===== src/rtl/cplx_delay_line.sv =====
// cplx_delay_line
//   Clock-enabled delay line for packed complex samples {re, im}. The
//   delay is selectable at run time from 1 to DEPTH stages. Each stage
//   carries a valid bit. The line supports stall (EN=0) and flush, and
//   it reports when enough enabled cycles have elapsed to fill the
//   selected tap.
//
// Ports
//   CLK       in   clock, rising edge
//   RSTN      in   synchronous active-low reset (priority over FLUSH/EN)
//   EN        in   advance enable; 0 holds all state
//   FLUSH     in   clears valid bits and prime counter, keeps data
//   DLY_SEL   in   requested delay, clamped to 1..DEPTH
//   IN_VALID  in   qualifier for IN_DATA
//   IN_DATA   in   packed complex sample
//   OUT_VALID out  valid bit of the selected tap
//   OUT_DATA  out  data of the selected tap (combinational mux)
//   PRIMED    out  prime counter >= effective delay
//   CFG_ERR   out  sticky: DLY_SEL was 0 or above DEPTH
module cplx_delay_line #(
    parameter int DATA_W = 32,
    parameter int DEPTH  = 8,
    parameter int SEL_W  = 7
) (
    input  logic              CLK,
    input  logic              RSTN,
    input  logic              EN,
    input  logic              FLUSH,
    input  logic [SEL_W-1:0]  DLY_SEL,
    input  logic              IN_VALID,
    input  logic [DATA_W-1:0] IN_DATA,
    output logic              OUT_VALID,
    output logic [DATA_W-1:0] OUT_DATA,
    output logic              PRIMED,
    output logic              CFG_ERR
);

    localparam int IDX_W = (DEPTH > 1) ? $clog2(DEPTH) : 1;
    localparam int CNT_W = $clog2(DEPTH + 1);
    localparam logic [SEL_W-1:0] DEPTH_SEL = SEL_W'(DEPTH);
    localparam logic [CNT_W-1:0] CNT_MAX   = CNT_W'(DEPTH);

    logic [DATA_W-1:0] data_q [DEPTH];
    logic [DEPTH-1:0]  valid_q;
    logic [CNT_W-1:0]  prime_cnt;
    logic              cfg_err_q;

    logic [SEL_W-1:0]  dly;
    logic              sel_bad;
    logic [IDX_W-1:0]  tap;

    // Clamp the requested delay into 1..DEPTH and flag out-of-range requests.
    always_comb begin
        dly     = DLY_SEL;
        sel_bad = 1'b0;
        if (DLY_SEL == '0) begin
            dly     = SEL_W'(1);
            sel_bad = 1'b1;
        end else if (DLY_SEL > DEPTH_SEL) begin
            dly     = DEPTH_SEL;
            sel_bad = 1'b1;
        end
    end

    always_comb begin
        tap = IDX_W'(dly - SEL_W'(1));
    end

    always_ff @(posedge CLK) begin
        if (!RSTN) begin
            for (int unsigned k = 0; k < DEPTH; k++) begin
                data_q[k] <= '0;
            end
            valid_q   <= '0;
            prime_cnt <= '0;
            cfg_err_q <= 1'b0;
        end else begin
            if (sel_bad) begin
                cfg_err_q <= 1'b1;
            end
            if (FLUSH) begin
                // Data registers keep their contents; only qualification is dropped.
                valid_q   <= '0;
                prime_cnt <= '0;
            end else if (EN) begin
                data_q[0]  <= IN_DATA;
                valid_q[0] <= IN_VALID;
                for (int unsigned k = 1; k < DEPTH; k++) begin
                    data_q[k]  <= data_q[k-1];
                    valid_q[k] <= valid_q[k-1];
                end
                if (prime_cnt != CNT_MAX) begin
                    prime_cnt <= prime_cnt + CNT_W'(1);
                end
            end
        end
    end

    // The tap follows DLY_SEL immediately; there is no re-alignment of the data.
    always_comb begin
        OUT_DATA  = data_q[tap];
        OUT_VALID = valid_q[tap];
        PRIMED    = (SEL_W'(prime_cnt) >= dly);
        CFG_ERR   = cfg_err_q;
    end

endmodule


===== config.mk =====
export PLATFORM = sky130hd
export DESIGN_NAME = cplx_delay_line
export DESIGN_NICKNAME = d
export VERILOG_FILES = /design/src/rtl/cplx_delay_line.sv
export SDC_FILE = /design/constraint.sdc
export NUM_CORES = 1
export LEC_CHECK = 0
export CORE_ASPECT_RATIO = 0.6
export CORE_MARGIN = 10
export CORE_UTILIZATION = 54
export CTS_CLUSTER_DIAMETER = 120
export DETAILED_ROUTE_END_ITERATION = 16
export HOLD_SLACK_MARGIN = 0.1
export PLACE_DENSITY_LB_ADDON = 0.1
export SETUP_SLACK_MARGIN = 0.3
export SKIP_CTS_REPAIR_TIMING = 1
export SYNTH_ARGS = -nofsm -noshare
export SYNTH_HDL_FRONTEND = slang
export SYNTH_SLANG_ARGS = --single-unit

===== constraint.sdc =====
create_clock -name CLK -period 20.7 [get_ports CLK]
set_input_delay 2.07 -clock CLK [delete_from_list [all_inputs] [get_ports CLK]]
set_output_delay 2.07 -clock CLK [all_outputs]
set_load 0.03 [all_outputs]

==> metrics.txt, run 1 <==
post-synthesis sequential area ratio=64.2%; CP startpoint kind=primary input; met2 Use GR=22.8%; Synth area leader=edfxtp_1; Max-slew headroom=19.0%; Worst-Margin Slew=1210 ps; CTS clk-pin slew, worst paths=70 ps; Synth top cells by count=256 x and2_1, 256 x edfxtp_1, 107 x mux2i_1, 33 x clkbuf_1, 33 x mux2_2; initial antenna violation count=0; Syn Area/Cell=15.5 um^2; Initial Util=55.5%; Synth-to-Final Area Change=15.3%; CTS Sinks=269; hold_sp=prime_cnt[1]$_SDFFE_PP0P_; share of total power in the clock network=38.4%; CP Class=in -> out; synthesized area=0.0124 mm^2; Post-Synth Simple-Gate Area=14.1%; worst hold path type=reg -> reg; fmax=0.113 GHz; largest family of logic cells by synthesized area=multiplexers; vias in the first global route=6536; placed cells=1142; worst reg-to-reg path cell count=6; Min-Delay Endpoint=prime_cnt[1]$_SDFFE_PP0P_; Distinct cells, synth=31; VDD IR max=0.0000537 V; Core Rows=42; top cells by area, synth=edfxtp_1 62%, and2_1 13%, mux2i_1 8.7%; final setup TNS=0 ps; prevailing post-synth register cell=edfxtp_1; GR Util met3=3.37%; IO buf count=78; Hold Fails Final Rpt=0; remaining antenna violation count after routing=0; Leak Pwr=0.00510 uW; reg2reg start=prime_cnt[0]$_SDFFE_PP0P_; Pins Over Slew Limit=0; DRT Wirelength=22600 um; EDFF count, synth=256; Worst R2R End=prime_cnt[0]$_SDFFE_PP0P_; total grt overflow=0; starting DRC count in detailed routing=642; setup ws final=11870 ps; Final period util=42.7%; Combinational Power Share=9.1%; Arr. time, crit path=6760 ps; Power Density=86.7 mW/mm^2; Routed wire per std cell=19.0 um; final setup fails=0; Core Util, Final=64.0%; sequential share of power=52.5%; adder-cell share of the synthesized area=0.708%; CTS H-Tree Depth=1; CTS Buf Count=26; final layout net count=913; dpl ws=11830 ps; critical path startpoint=DLY_SEL[6]; share of cells above drive strength 1=12.1%; Top Ports=79; core outline area=0.0223 mm^2; Internal Power=955 uW; GR peak layer=met2; diode count=0; required time at the worst-slack endpoint=18630 ps; clk buf depth=3; number of max-cap violations=0; vias per inst=5.42; largest net degree at the start of global routing=142; Hold Path Depth=2; warnings from Yosys=0; CTS tree=yes; top-area cell type share of the netlist area=62.1%; Switch Pwr=283 uW; status=completed; Crit Path Max Fanout=37; R2R setup slack=19440 ps; number of remaining DRC errors=0; die area=0.0296 mm^2; Mapped Nets=851; post-synthesis xor/xnor area fraction=0.354%; Seq cells post-synth=269; Vias=6445; clk_skew=7.56 ps; post-layout min period=8830 ps; Final Instance Count excl. Fillers=1190; Final Wtd Congestion=0.777; Synth Area in Compound Gates=0.283%; mux contribution to synthesized area=18.3%; die height=137 um; Die Wd=215 um; GR Util met1=22.5%; overall global routing resource usage=15.3%; drt pass-1 iters=7; first-pass GRT wire length=36500 um; CP endpoint kind=output pin; root buffer cell=clkbuf_16; clock latency on the worst-skew pair=530 ps; unrepaired setup endpoints after global routing=no; synthesized instance count=800; hpwl dp=12900 um; Sw Share=22.9%; Post-synth ARST share=0%
[state kept, by name, summed over array words and instances (netlist names)]
signal and flops:
data_q 256, valid_q 8, prime_cnt 4, CFG_ERR 1
[worst max-delay path by stage]
stage               cells past startpoint                    endpoint
floorplan                               2  data_q[0][0]$_SDFFCE_PN0P_
global placement                       10                OUT_DATA[18]
detailed placement                     10                OUT_DATA[18]
CTS                                    10                OUT_DATA[18]
global route                           10                OUT_DATA[16]
finish                                 10                OUT_DATA[18]
[per-stage QoR]
step	power, uW	hold slack, ps	instance area (um^2)
6_report	1240	523	14300
5_1_grt	1280	556	14300
4_1_cts	1250	521	14300
3_5_place_dp	774	509	13400
3_3_place_gp	771	480	13400
2_1_floorplan	741	460	12400
[per-layer routing]
metal  vias up  wire length (um)
met1      3276             11500
met3        26               836
met2        98              9990
li1       3045                 -
met4         0               322
met5         -                 0
[power by group through the flow]
stage               registers [uW]  logic, uW  clock network (uW)
finish                         650        113                 475
global route                   654        122                 508
CTS                            650        115                 485
detailed placement             660        114                   0
global placement               660        112                   0
floorplan                      666       74.9                   0
[layout by cell type, fill, tap and decap left out, drive strengths merged]
cell type	netlist	final
a21boi	1	1
a21oi	2	2
and2	256	256
buf	19	9
bufinv	0	2
clkbuf	33	31
clkdlybuf4s50	0	77
clkinv	0	9
clkinvlp	0	6
dfxtp	13	13
edfxtp	256	256
ha	7	7
inv	4	4
mux2	33	33
mux2i	107	107
mux4	33	33
nand2	4	4
nand2b	3	3
nand3	2	2
nand3b	1	1
nand4	1	1
nor2	13	13
nor2b	1	1
nor3	1	1
nor4	2	2
o21a	1	1
o21ai	2	2
xnor2	2	2
xor2	3	3
[kinds of logic after synthesis]
logic type | after synthesis
simple gates | 284
flops | 269
mux | 173
buf+inv | 56
fa+ha+maj | 7
compound gates | 6
xor+xnor | 5
[critical path, cell delays in order]
cell and delay, ps:
clkdlybuf4s50_1 470, nor4_4 400, o21a_2 190, buf_4 520
inv_1 180, ha_4 690, buf_4 650, mux4_1 620
mux2_2 300, clkdlybuf4s50_1 600
[cell type report]
class	count	area, um^2
Fill cell	1630	8010
Sequential cell	269	7950
Multi-Input combinational cell	475	4230
Timing Repair Buffer	86	836
Clock buffer	31	701
Tap cell	308	385
Clock inverter	17	158
Inverter	4	15.0
(Power assumes the default switching activity.)
==> inputs of run 2 (changes only) <==
--- a/config.mk
+++ b/config.mk
@@ -7,7 +7,7 @@
 export LEC_CHECK = 0
 export CORE_ASPECT_RATIO = 0.6
 export CORE_MARGIN = 10
-export CORE_UTILIZATION = 54
+export CORE_UTILIZATION = 58
 export CTS_CLUSTER_DIAMETER = 120
 export DETAILED_ROUTE_END_ITERATION = 16
 export HOLD_SLACK_MARGIN = 0.1
==> constraint.sdc (replaced) <==
create_clock -name CLK -period 8.45 [get_ports CLK]
set_input_delay 0.845 -clock CLK [delete_from_list [all_inputs] [get_ports CLK]]
set_output_delay 0.845 -clock CLK [all_outputs]
set_load 0.03 [all_outputs]
==> metrics.txt, run 2 (synthesized netlist as in run 1, its figures left out) <==
final setup TNS=0 ps (unchanged); Core Util, Final=67.5% (+3.4 points); CTS clk-pin slew, worst paths=60 ps (about the same); CTS Buf Count=25 (-3.8%); die area=0.0278 mm^2 (-6.1%); clk buf depth=3 (unchanged); Synth-to-Final Area Change=14.4%; CP startpoint kind=primary input; worst reg-to-reg path cell count=6 (unchanged); overall global routing resource usage=15.9% (+0.59 points); vias per inst=5.53 (+2.2%); Die Wd=209 um (-3.2%); CTS H-Tree Depth=1 (unchanged); Initial Util=59.0% (+3.4 points); hpwl dp=12700 um (-1.4%); Fillers=1416 (-13%); Vias=6415 (-0.47%); CTS tree=yes; IO buf count=78 (unchanged); Worst-Margin Slew=1040 ps (-175 ps); GR Util met1=23.0% (+0.46 points); reg2reg start=prime_cnt[0]$_SDFFE_PP0P_; Core Rows=41 (-2.4%); clock latency on the worst-skew pair=520 ps (about the same); number of remaining DRC errors=0 (unchanged); first-pass GRT wire length=36600 um (+0.25%); worst hold path type=reg -> reg; crit-path max cell delay=850 ps (+160 ps); unrepaired setup endpoints after global routing=no; largest net degree at the start of global routing=179 (+26%); DRT Wirelength=22300 um (-1.7%); Hold Path Depth=2 (unchanged); required time at the worst-slack endpoint=7610 ps (-11020 ps); vias in the first global route=6713 (+2.7%); Final period util=74.1%; hold_sp=valid_q[7]$_SDFFE_PP0P_; root buffer cell=clkbuf_16; Power Density=206 mW/mm^2 (+140%); largest registers=data_q: 256 flops, valid_q: 8 flops, prime_cnt: 4 flops; post-layout min period=6260 ps; final layout net count=914 (+0.11%); crit-path cells=clkdlybuf4s50_1 > nor4_4 > o21a_2 > buf_4 > inv_1 > ha_4 > buf_4 > mux4_1 > mux2_2 > clkdlybuf4s50_1; placed cells=1115 (-2.4%); core outline area=0.0210 mm^2 (-5.8%); Top reg by flops=data_q; max reg flops=256 (unchanged); final setup fails=0 (unchanged); crit path max-delay cell type=ha_4; total grt overflow=0 (unchanged); Max-slew headroom=30.7% (+12 points); final instance area=0.0142 mm^2 (-0.82%); die height=133 um (-3.0%); Top Ports=79 (unchanged); starting DRC count in detailed routing=483 (-25%); Routed wire per std cell=19.2 um (+0.95%); met2 Use GR=24.4% (+1.6 points); CTS Sinks=269 (unchanged); critical path startpoint=DLY_SEL[6]; GR Util met3=2.94% (-0.43 points); GR peak layer=met2; Arr. time, crit path=5420 ps (-1340 ps); Final Instance Count excl. Fillers=1159 (-2.6%); Multi-input gate area=0.00423 mm^2 (unchanged); drt pass-1 iters=5 (-2); clk_skew=8.00 ps (+0.442 ps); Pins Over Slew Limit=0 (unchanged); Leak Pwr=0.00508 uW (-0.36%); CP Class=in -> out; CP endpoint kind=output pin; Worst path depth=10 (unchanged); register area=0.00795 mm^2 (unchanged); Crit Path Max Fanout=45 (+22%); dpl cell area=0.0134 mm^2 (about the same); remaining antenna violation count after routing=0 (unchanged); initial antenna violation count=0 (unchanged); VDD IR max=0.000142 V (+170%); fmax=0.160 GHz; Final Wtd Congestion=0.797 (+2.6%); number of max-cap violations=0 (unchanged); CP delay by family, top=buffers and inverters; share of cells above drive strength 1=11.3% (-0.88 points); Buffers & Inverters on Critical Path=5 (unchanged); diode count=0 (unchanged); most frequent cells in the layout=256 x and2_1, 256 x edfxtp_1, 107 x mux2i_1, 77 x clkdlybuf4s50_1, 33 x mux2_2; Hold Fails Final Rpt=0 (unchanged); status=completed
[run 2: changes by cell type in the layout (fill, tap and decap cells not counted), moves of 2 or more]
cell | before | now
buf_12 | 0 | 2
clkinv_1 | 0 | 7
clkbuf_16 | 27 | 25
clkinvlp_4 | 6 | 0
[run 2: area by class of cell]
cell class / count / share of cell area [%]
tap: 279 / 2.47
inverter: 4 / 0.106
multi-input combinational: 475 / 29.9
clock buffer: 27 / 4.47
timing repair buffer: 88 / 6.19
sequential: 269 / 56.2
clock inverter: 17 / 0.743
[run 2: final timing paths]
check | slack [ps] | end
max | 2190 | OUT_DATA[21]
min | 500 | valid_q[7]$_SDFFE_PP0P_
max reg2reg | 7160 | prime_cnt[2]$_SDFFE_PP0P_
min reg2reg | 500 | valid_q[7]$_SDFFE_PP0P_
[run 2: through the flow]
| step | worst slack [ps] | hold slack (ps) | power [uW] |
|---|---|---|---|
| floorplan | 368 | 460 | 1800 |
| global placement | 2180 | 476 | 1890 |
| detailed placement | 2180 | 484 | 1900 |
| CTS | 2140 | 499 | 2940 |
| global route | 1950 | 547 | 3020 |
| finish | 2190 | 495 | 2910 |
[run 2: per-layer routing]
metal / part of all wire [%] / vias up
li1: - / 3046
met1: 48 / 3220
met2: 46 / 122
met3: 4.5 / 27
met4: 1.5 / 0
met5: 0 / -
[run 2: worst register-to-register path, stage by stage, from the launching register on]
cell	delay [ps]
dfxtp_1	360
inv_1	100
ha_1	210
nand3b_1	130
nand3_1	110
xor2_1	200
nor2_1	50
[run 2: power breakdown]
group	internal [uW]	switching, uW	leakage, uW	total (uW)
Sequential	1550	38.4	0.00282	1590
Combinational	129	149	0.00189	277
Clock	569	474	0.000371	1040
Total	2250	661	0.00508	2910
==> inputs of run 3 (changes only) <==
==> constraint.sdc (replaced) <==
create_clock -name CLK -period 6.25 [get_ports CLK]
set_input_delay 0.625 -clock CLK [delete_from_list [all_inputs] [get_ports CLK]]
set_output_delay 0.625 -clock CLK [all_outputs]
set_load 0.03 [all_outputs]
==> metrics.txt, run 3 (synthesized netlist as in run 1, its figures left out) <==
CTS Sinks=269 (unchanged); Power Density=294 mW/mm^2 (+43%); Die Wd=209 um (unchanged); starting DRC count in detailed routing=549 (+14%); CP Class=in -> out; VDD IR max=0.000205 V (+44%); final layout net count=915 (+0.11%); Switch Pwr=931 uW (+41%); Worst path most repeated cell=clkdlybuf4s50_1; die height=133 um (unchanged); dpl cell area=0.0135 mm^2 (+0.28%); Core Rows=41 (unchanged); CP delay by family, top=buffers and inverters; first-pass GRT wire length=37600 um (+2.7%); die area=0.0278 mm^2 (unchanged); crit-path max cell delay=620 ps (-230 ps); Initial Util=59.0% (unchanged); Hold Fails Final Rpt=0 (unchanged); unrepaired setup endpoints after global routing=no; most frequent cells in the layout=256 x and2_1, 256 x edfxtp_1, 107 x mux2i_1, 77 x clkdlybuf4s50_1, 33 x mux2_2; Routed wire per std cell=19.8 um (+3.0%); clk_skew=9.18 ps (+1.18 ps); Synth-to-Final Area Change=16.3%; drt pass-1 iters=5 (unchanged); Crit Path Max Fanout=45 (unchanged); crit path max-delay cell type=mux4_1; Multi-input gate area=0.00423 mm^2 (unchanged); final setup TNS=0 ps (unchanged); initial antenna violation count=0 (unchanged); Combinational Power Share=8.9% (-0.6 points); share of cells above drive strength 1=12.2% (+0.97 points); DRT Wirelength=23000 um (+3.4%); vias per inst=5.66 (+2.3%); Internal Power=3300 uW (+47%); fmax=0.211 GHz; Vias=6586 (+2.7%); Top reg by flops=data_q; clock latency on the worst-skew pair=520 ps (about the same); Top Ports=79 (unchanged); number of max-cap violations=0 (unchanged); Pins Over Slew Limit=0 (unchanged); CTS H-Tree Depth=1 (unchanged); final setup fails=0 (unchanged); remaining antenna violation count after routing=0 (unchanged); register area=0.00795 mm^2 (unchanged); Max-slew headroom=31.1% (+0.45 points); Worst-Margin Slew=1030 ps (-10.7 ps); crit-path cells=clkdlybuf4s50_1 > nor4_4 > o21a_2 > inv_1 > ha_4 > buf_12 > mux4_1 > mux2_2 > clkdlybuf4s50_1; required time at the worst-slack endpoint=5620 ps (-1990 ps); overall global routing resource usage=16.4% (+0.54 points); clk buf depth=3 (unchanged); CP startpoint kind=primary input; largest registers=data_q: 256 flops, valid_q: 8 flops, prime_cnt: 4 flops; Arr. time, crit path=4120 ps (-1300 ps); setup ws final=1510 ps (-680 ps); root buffer cell=clkbuf_16; Buffers & Inverters on Critical Path=4 (-1); post-layout min period=4740 ps; Final Wtd Congestion=0.768 (-3.6%); core outline area=0.0210 mm^2 (unchanged); vias in the first global route=6749 (+0.54%); hpwl dp=13500 um (+6.7%); Sw Share=22.0% (-0.69 points); worst hold path type=reg -> reg; dpl ws=1480 ps (-698 ps); Leak Pwr=0.00519 uW (+2.0%); total grt overflow=0 (unchanged); CTS Buf Count=26 (+4.0%); sequential share of power=50.9% (-3.7 points); Final period util=75.8%; max reg flops=256 (unchanged); CP endpoint kind=output pin; final instance area=0.0144 mm^2 (+1.7%); CTS clk-pin slew, worst paths=60 ps (about the same); Fillers=1429 (+0.92%); status=completed; number of remaining DRC errors=0 (unchanged); CTS tree=yes; largest net degree at the start of global routing=152 (-15%); diode count=0 (unchanged); share of total power in the clock network=40.2% (+4.4 points); IO buf count=78 (unchanged)
run 3: cell count changes in the layout (fill, tap and decap cells not counted):
cell / change
buf_12: +3
clkbuf_8: +6
clkbuf_16: +2
clkinv_2: -3
buf_4: -3
clkinvlp_4: +1
clkinv_8: +1
clkinv_1: -5
clkinv_4: -1
bufinv_16: +3
run 3: path summary, 6_finish.rpt:
path	start	to	slack (ps)	cells past startpoint
worst max-delay path	DLY_SEL[6]	OUT_DATA[14]	1510	9
worst min-delay path	valid_q[7]$_SDFFE_PP0P_	valid_q[7]$_SDFFE_PP0P_	530	2
worst max register to register	prime_cnt[1]$_SDFFE_PP0P_	prime_cnt[2]$_SDFFE_PP0P_	4960	6
worst min register to register	valid_q[7]$_SDFFE_PP0P_	valid_q[7]$_SDFFE_PP0P_	530	2
run 3: metrics by stage:
stage	total power [uW]	instances	hold WS, ps	utilization (%)
detailed placement	2570	1115	518	64.1
global route	4380	1163	552	68.6
finish	4230	1163	531	68.6
CTS	4270	1163	537	68.6
global placement	2550	1115	482	64.1
floorplan	2420	800	460	-
run 3: routing by layer:
layer	up-vias	global-route usage (%)	wire (um)
met5	-	0	0
met1	3355	24.2	11000
met2	153	24.9	10500
met3	31	3.22	1210
li1	3047	-	-
met4	0	2.90	357
run 3: layout make-up:
| class | count | area share, % |
|---|---|---|
| Timing Repair Buffer | 88 | 6.35 |
| Clock buffer | 35 | 5.32 |
| Multi-Input combinational cell | 475 | 29.4 |
| Inverter | 4 | 0.104 |
| Tap cell | 279 | 2.43 |
| Sequential cell | 269 | 55.2 |
| Clock inverter | 13 | 1.23 |
run 3: power groups by stage:
stage | clock [uW] | sequential [uW] | combinational (uW)
6_report | 1700 | 2150 | 377
3_3_place_gp | 0 | 2180 | 372
2_1_floorplan | 0 | 2180 | 249
5_1_grt | 1810 | 2170 | 408
3_5_place_dp | 0 | 2190 | 382
4_1_cts | 1730 | 2150 | 383
run 3: worst min-delay path: stages, from the launching register on:
cell	delay, ps
dfxtp_1	340
mux2i_1	70
nor2_1	80
